==> config.mk <==
export PLATFORM = sky130hd
export DESIGN_NAME = serial_subtract_ctrl
export DESIGN_NICKNAME = d
export VERILOG_FILES = /design/src/rtl/capstone_pkg.sv /design/src/rtl/full_subtractor.sv /design/src/rtl/serial_subtract_ctrl.sv
export SDC_FILE = /design/constraint.sdc
export NUM_CORES = 1
export LEC_CHECK = 0
export CORE_ASPECT_RATIO = 1.25
export CORE_UTILIZATION = 41
export CTS_CLUSTER_SIZE = 12
export DETAILED_ROUTE_END_ITERATION = 10
export PLACE_DENSITY = 0.8
export SLEW_MARGIN = 20
export SYNTH_ARGS = -nofsm -noshare
export SYNTH_HDL_FRONTEND = slang
export SYNTH_HIERARCHICAL = 1
export SYNTH_SLANG_ARGS = --single-unit
==> constraint.sdc <==
create_clock -name CLK -period 1.5 [get_ports CLK]
set_input_delay 0.225 -clock CLK [delete_from_list [all_inputs] [get_ports CLK]]
set_output_delay 0.225 -clock CLK [all_outputs]
set_load 0.02 [all_outputs]
==> src/rtl/capstone_pkg.sv <==
// Shared definitions for the Capstone serial subtractor: controller state
// encodings and the default operand width.
package capstone_pkg;

   typedef enum logic [1:0] {
      IDLE  = 2'b00,
      SHIFT = 2'b01,
      DONE  = 2'b10
   } state_t;

   localparam int DEFAULT_WIDTH = 8;

endpackage

==> src/rtl/full_subtractor.sv <==
// One-bit full subtractor: d = a - b - bin, with borrow-out.
module full_subtractor (
   input  logic a,
   input  logic b,
   input  logic bin,
   output logic d,
   output logic bout
);

   assign d    = a ^ b ^ bin;
   assign bout = (~a & b) | (~(a ^ b) & bin);

endmodule

==> src/rtl/serial_subtract_ctrl.sv <==
// Bit-serial A - B, LSB first. The borrow between bits lives in an external
// borrow_flipflop: bor_d feeds its D, bor_q returns the previous bit's borrow.
module serial_subtract_ctrl
   import capstone_pkg::*;
#(
   parameter int WIDTH = DEFAULT_WIDTH
) (
   input  logic             CLK,
   input  logic             R,
   input  logic             start,
   input  logic [WIDTH-1:0] A,
   input  logic [WIDTH-1:0] B,
   input  logic             bor_q,
   output logic             bor_d,
   output logic             busy,
   output logic             done,
   output logic [WIDTH-1:0] diff,
   output logic             borrow_out
);

   localparam int CW = $clog2(WIDTH) + 1;

   state_t           state;
   logic [CW-1:0]    cnt;
   logic [WIDTH-1:0] sa;
   logic [WIDTH-1:0] sb;
   logic             bin;
   logic             d;
   logic             bout;
   logic             last_bit;

   // The external flop has no reset, so its value is meaningless for bit 0.
   assign bin      = (cnt == '0) ? 1'b0 : bor_q;
   assign last_bit = (cnt == CW'(WIDTH - 1));

   full_subtractor u_cell (
      .a    (sa[0]),
      .b    (sb[0]),
      .bin  (bin),
      .d    (d),
      .bout (bout)
   );

   // Forced low outside SHIFT so the external flop drains to 0 while idle.
   assign bor_d = (state == SHIFT) ? bout : 1'b0;

   // NOTE: every register here uses non-blocking assignment so all of them
   // sample the pre-edge values, matching the external flop on the same edge.
   always_ff @(posedge CLK or negedge R) begin
      if (!R) begin
         state      <= IDLE;
         cnt        <= '0;
         sa         <= '0;
         sb         <= '0;
         diff       <= '0;
         borrow_out <= 1'b0;
         busy       <= 1'b0;
         done       <= 1'b0;
      end else begin
         case (state)
            IDLE: begin
               done <= 1'b0;
               if (start) begin
                  sa    <= A;
                  sb    <= B;
                  cnt   <= '0;
                  busy  <= 1'b1;
                  state <= SHIFT;
               end
            end
            SHIFT: begin
               sa   <= sa >> 1;
               sb   <= sb >> 1;
               diff <= {d, diff[WIDTH-1:1]};
               cnt  <= cnt + 1'b1;
               if (last_bit) begin
                  borrow_out <= bout;
                  busy       <= 1'b0;
                  done       <= 1'b1;
                  state      <= DONE;
               end
            end
            DONE: begin
               done  <= 1'b0;
               state <= IDLE;
            end
            default: begin
               busy  <= 1'b0;
               done  <= 1'b0;
               state <= IDLE;
            end
         endcase
      end
   end

endmodule

# Word-level counts from Yosys, hierarchy flattened
# Index checks and enable logic that the tools add are counted.
op_classes:
  n_reduce_logical: 7
  eq_ne: 5
  n_mux: 16
  bitwise: 8
  n_addsub: 1
ops:
  columns: ["op", "count"]
  rows:
  - ["one-hot mux 8 bit (2 select lines)", 2]
  - ["two-way mux 8 bit", 2]
  - ["one-hot mux 4 bit (2 select lines)", 1]
  - ["two-way mux 1 bit", 6]
  - ["AND reduction 2 bit", 3]
  - ["adder 4 x 1 -> 4 bit, second input constant", 1]
  - ["== test 4 x 3 -> 1 bit, second input constant", 1]
  - ["zero test 4 bit", 1]
  - ["two-way mux 2 bit", 2]
  - ["two-way mux 4 bit", 1]
  - ["inequality test 2 bit, second input constant", 2]
  - ["one-hot mux 2 bit (2 select lines)", 1]
  - ["inverter 1 bit", 3]
  - ["one-hot mux 1 bit (3 select lines)", 1]
  - ["AND reduction 3 bit", 1]
  - ["AND 1 bit", 2]
  - ["== test 2 x 1 -> 1 bit, second input constant", 1]
  - ["== test 2 bit, second input constant", 1]
  - ["zero test 2 bit", 1]
  - ["nonzero test 2 bit", 1]
  - ["bitwise XOR 1 bit", 2]
  - ["bitwise OR 1 bit", 1]
totals:
  wordCells: 45
  ff_bits: 33
  input_bits: 20
  out_inout_bits: 12

# Longest topological paths before layout
depth:
  depth_word: 5
  depth_mapped: 7
  ltp_nobuf: 7

# Modules after synthesis
# Netlist, hierarchy kept.
modules_own_cells:
  columns: ["mod", "cells_each", "seq_area_each_um2", "instances", "area_each_um2"]
  rows:
  - ["serial_subtract_ctrl", 144, 825.8, 1, 1392.6]
  - ["full_subtractor", 4, 0.0, 1, 31.3]

# Worst setup path after synthesis
# OpenSTA, ideal clock, no wires.
synth_timing:
  path_kind: "register to output"
  startpoint: "register cnt[0]"
  endpoint: "output port bor_d"
  t_arrival_ns: 1.419
  required_ns: 1.275
  setup_slack_ns: -0.144
  path_buffers: 0
  path_stages_with_launch: 8
  path_cell_list: "dfrtp_1 -> inv_1 -> ha_1 -> a21boi_0 -> inv_1 -> fa_1 -> inv_1 -> and2_1"
synth_via:
  elab_chain_len: 5
synth_lines:
  columns: ["element", "line_no", "source"]
  rows:
  - ["start: declaration", "serial_subtract_ctrl.sv:24", "logic [CW-1:0] cnt;"]
  - ["start signal: assignment", "serial_subtract_ctrl.sv:75", "cnt <= cnt + 1'b1;"]
  - ["zero test 4 bit", "serial_subtract_ctrl.sv:33", "assign bin = (cnt == '0) ? 1'b0 : bor_q;"]
  - ["two-way mux 1 bit", "serial_subtract_ctrl.sv:33", null]
  - ["via bin", "serial_subtract_ctrl.sv:27", "logic bin;"]
  - ["AND 1 bit", "full_subtractor.sv:11", "assign bout = (~a & b) | (~(a ^ b) & bin);"]
  - ["bitwise OR 1 bit", "full_subtractor.sv:11", null]
  - ["via bout", "serial_subtract_ctrl.sv:29", "logic bout;"]
  - ["two-way mux 1 bit", "serial_subtract_ctrl.sv:45", "assign bor_d = (state == SHIFT) ? bout : 1'b0;"]
  - ["end: declaration", "serial_subtract_ctrl.sv:14", "output logic bor_d,"]
# The timed path passes the listed nets, and every way through them passes these cells.

# Final worst setup path
# Ends and elaborated chain as after synthesis.

==> run_results.csv <==
group,metric,value,unit
outcome,run_status,"finished, violations left",
outcome,violations,"setup timing",
pwr,power.static_leakage,1.02,nW
cells_and_area,area.growth.synth_to_final,39.8,%
floorplan,io-pin-count,32,
worst_setup_path,crit_arrival,1.68,ns
logic_synthesis,synth.avg_cell_area,9.62,sq um
grt,use_met2,0.310,
logic_synthesis,postSynth.asyncResetShare,1.00,
route,routed-via-count,1183,
logic_synthesis,yosys_warnings,6,
grt,grt_start_max_net_pins,34,
route,detailedRoute.firstPassIterationCount,4,
placement,place.gp.congestion,0.766,
placement,numPortBuffers,31,
logic_synthesis,ys_dominant_reg_cell,"dfrtp_1",
floorplan,rows,23,
cells_and_area,antennaDiodeCount,0,
sta,final.setup_skew,0.00335,ns
logic_synthesis,synth-compound-area-share,0.119,
worst_setup_path,cpPeakStageDelay,0.35,ns
logic_synthesis,synth-simple-area-share,0.203,
worst_setup_path,worstSetupPathType,"reg2out",
logic_synthesis,mapped_cells,148,
cts,ctsHoldBuffers,0,
route,drtAntennaViolNets,0,
logic_synthesis,fraction_of_synthesized_area_in_multiplexers,0.0149,
cts,tritoncts,"done",
floorplan,initial_core_util,0.438,
cells_and_area,final_layout_size_suffix_gt1_frac,0.185,
worst_setup_path,timing.critical_path.from_type,"flip-flop",
route,drt-total-wl,2.97,mm
worst_setup_path,worstPathCellList,"inv_1 > ha_2 > a21boi_2 > inv_1 > fa_2 > inv_2 > and2_4 > buf_6",
route,wire_per_inst,12.8,microns
logic_synthesis,synth.lib_cells_used.distinct,27,
logic_synthesis,synth_common_cells,"33 x dfrtp_1, 31 x nor2_1, 27 x nand2_1",
placement,post-dp-hpwl,2.06,mm
cts,cts-root-to-sink-buffers,2,
pwr,totalPowerFinal,0.00427,W
worst_setup_path,cp_top_delay_family,"adder cells",
worst_setup_path,cpMaxStageDelayCell,"dfrtp_1",
grt,global_route.overflow_total,0,
run,cap_viol_max_count,0,
cells_and_area,num-nets-final,217,
worst_setup_path,last_element_of_the_critical_path,"bor_d",
worst_setup_path,ff2ff_path_depth,6,
grt,grt_antenna_before_repair,0,
logic_synthesis,proportion_of_netlist_area_held_by_the_largest_area_contributor,0.580,
sta,timing.final.crit_period,1.91,ns
worst_setup_path,critical_path.most_common_cell,"inv_1",
sta,achievable-frequency,524,MHz
worst_setup_path,critical_path.reg2reg.endpoint,"borrow_out",
sta,pnr_worst_setup_slack,-0.407,ns
sta,fin_crit_sh,1.27,
logic_synthesis,yosys_register_bits,33,
hold_path,hold_class,"in2async",
sta,tightest_slew,0.415,ns
route,drtIter0Drc,18,
logic_synthesis,synth_fp_nets,171,
route,drc,0,
logic_synthesis,mappedNetlistArea,1420,sq um
cts,clock_latency,0.29,ns
logic_synthesis,post_synth_xor_xnor_area,0,
sta,grt_setup_unrepaired,"true",
grt,grt_use_met1,0.192,
pwr,max-vdd-ir-drop,1.56,mV
worst_setup_path,worstReg2RegStart,"cnt[1]",
worst_setup_path,setup.reg_to_reg.worst_slack,-0.01,ns
sta,fin_setup_tns,-0.420,ns
sta,final-setup-viol-count,2,
sta,report.final.slew_viol_count,0,
cts,cts.root.buffer_cell,"clkbuf_8",
logic_synthesis,synth.yosys.seq_area_share,0.580,
floorplan,core,3250,sq um
worst_setup_path,worstPathMaxFanout,2,
cts,htree_levels,2,
pwr,power-per-cell-area,2140,nW/um^2
floorplan,design.die.area,3710,sq um
floorplan,die-height,67.9,microns
grt,first_pass_grt_wire_length,4.70,mm
logic_synthesis,yosys.cell_count.top_type,"dfrtp_1",
cts,clock-sinks,33,
grt,met3_usage,0.0600,
logic_synthesis,synth_largest_area_cell,"dfrtp_1",
worst_setup_path,timing.critical_path.buf_inv,4,
logic_synthesis,largest_family_of_logic_cells_by_synthesized_area,"simple AND/OR/NAND/NOR gates",
grt,gr-usage-all-layers,0.182,
cts,worst_setup_hold_path_clk_slew,0.07,ns
floorplan,chipWidth,54.7,microns
worst_setup_path,cp.depth,8,
worst_setup_path,endpoint_kind,"primary output",
grt,grt_pass1_vias,1122,
logic_synthesis,synth-adder-area-share,0.0316,
sta,worst_slew_margin_rel,0.723,
cts,tritoncts.num_buffers,5,
logic_synthesis,synth.area.top_cells,"dfrtp_1 58%, nor2_1 8.2%, nand2_1 7.1%",
route,route.detailed.vias_per_inst,5.10,
logic_synthesis,synth_enable_flop_cells,0,
grt,global_route_layer_with_the_greatest_usage,"met2",
worst_setup_path,worst_setup_path_startpoint,"cnt[0]",
sta,hold_viol,0,
worst_setup_path,critical_path_required,1.27,ns
cells_and_area,filler_instances,267,
[worst min-delay path by stage]
stage                        from    endpoint  slack, ns  depth (start not counted)
final                           R        busy       0.34                          2
after global routing            R        busy       0.38                          2
after CTS                       R        busy       0.35                          2
after detailed placement  diff[0]     diff[0]       0.47                          2
after global placement    diff[0]     diff[0]       0.46                          2
after floorplan                 R  borrow_out      -0.07                          0
[sequential cells by signal (all words and copies together), names as in the netlist]
| register | count |
|---|---|
| sa | 8 |
| sb | 8 |
| diff | 8 |
| busy | 1 |
| state | 2 |
| borrow_out | 1 |
| cnt | 4 |
| done | 1 |
[metal layers]
metal  up-vias  part of all wire
li1        578                 -
met1       568              0.42
met2        30              0.51
met3         7             0.053
met4         0             0.022
met5         -                 0
[layout make-up]
cell class,instances,area [sq um],share of cell area
inverters,9,33.8,0.0170
clock inverters,1,5.00,0.00251
well taps,37,46.3,0.0233
flip-flops and latches,33,826,0.415
clock buffers,7,96.3,0.0484
multi-input cells,99,551,0.277
repair buffers,46,433,0.217
[cell families (layout without fill, tap and decap cells)]
family / count (synthesis) / count (layout)
DFF: 33 / 33
and+or+nand+nor: 69 / 69
buffers and inverters: 16 / 63
adders and majority gates: 3 / 3
AOI/OAI and AO/OA: 25 / 25
muxes: 2 / 2
[placed cells by master (no fill, tap or decap)]
cell	Yosys	routed
dfrtp_1	33	33
nor2_1	31	31
nand2_1	27	27
clkdlybuf4s50_1	0	19
buf_4	0	15
o22ai_1	12	12
inv_1	9	8
clkbuf_8	0	7
dlymetal6s2s_1	0	6
dlygate4sd2_1	0	5
nand3_1	4	4
a21oi_1	3	3
and2_4	0	2
o21ai_0	2	2
o21ai_1	2	2
o22ai_2	2	2
nor2b_1	1	1
a21boi_2	0	1
nand2b_1	1	1
and3b_1	1	1
or3b_4	1	1
nand4_1	1	1
mux2i_1	1	1
o21ba_2	1	1
o21a_1	1	1
mux2_2	1	1
o32ai_1	1	1
ha_2	0	1
ha_4	0	1
clkinv_2	0	1
buf_6	1	1
inv_2	0	1
fa_2	0	1
[report_power, final]
part	internal, W	switching, W	total (W)
clock network	0.000414	0.000322	0.000737
registers	0.00131	0.000239	0.00155
logic	0.000931	0.00105	0.00198
[through the flow]
step / util / instance area (sq um) / setup slack, ns / hold WS, ns / cells
final: 0.612 / 1990 / -0.407 / 0.335 / 232
after detailed placement: 0.567 / 1840 / -0.728 / 0.472 / 222
after global placement: 0.567 / 1840 / -0.729 / 0.460 / 222
after floorplan: - / 1430 / -0.0404 / -0.0706 / 148
after global routing: 0.612 / 1990 / -0.460 / 0.383 / 232
after CTS: 0.601 / 1950 / -0.388 / 0.346 / 231
[repair_timing]
| item | CTS | global route |
|---|---|---|
| endpoints found under the setup margin | 6 | 10 |
| pin swaps | 2 | 0 |
| resized for setup | 15 | 8 |
| setup buffers | 1 | 1 |
No activity file was read; power rests on OpenSTA's default activity.
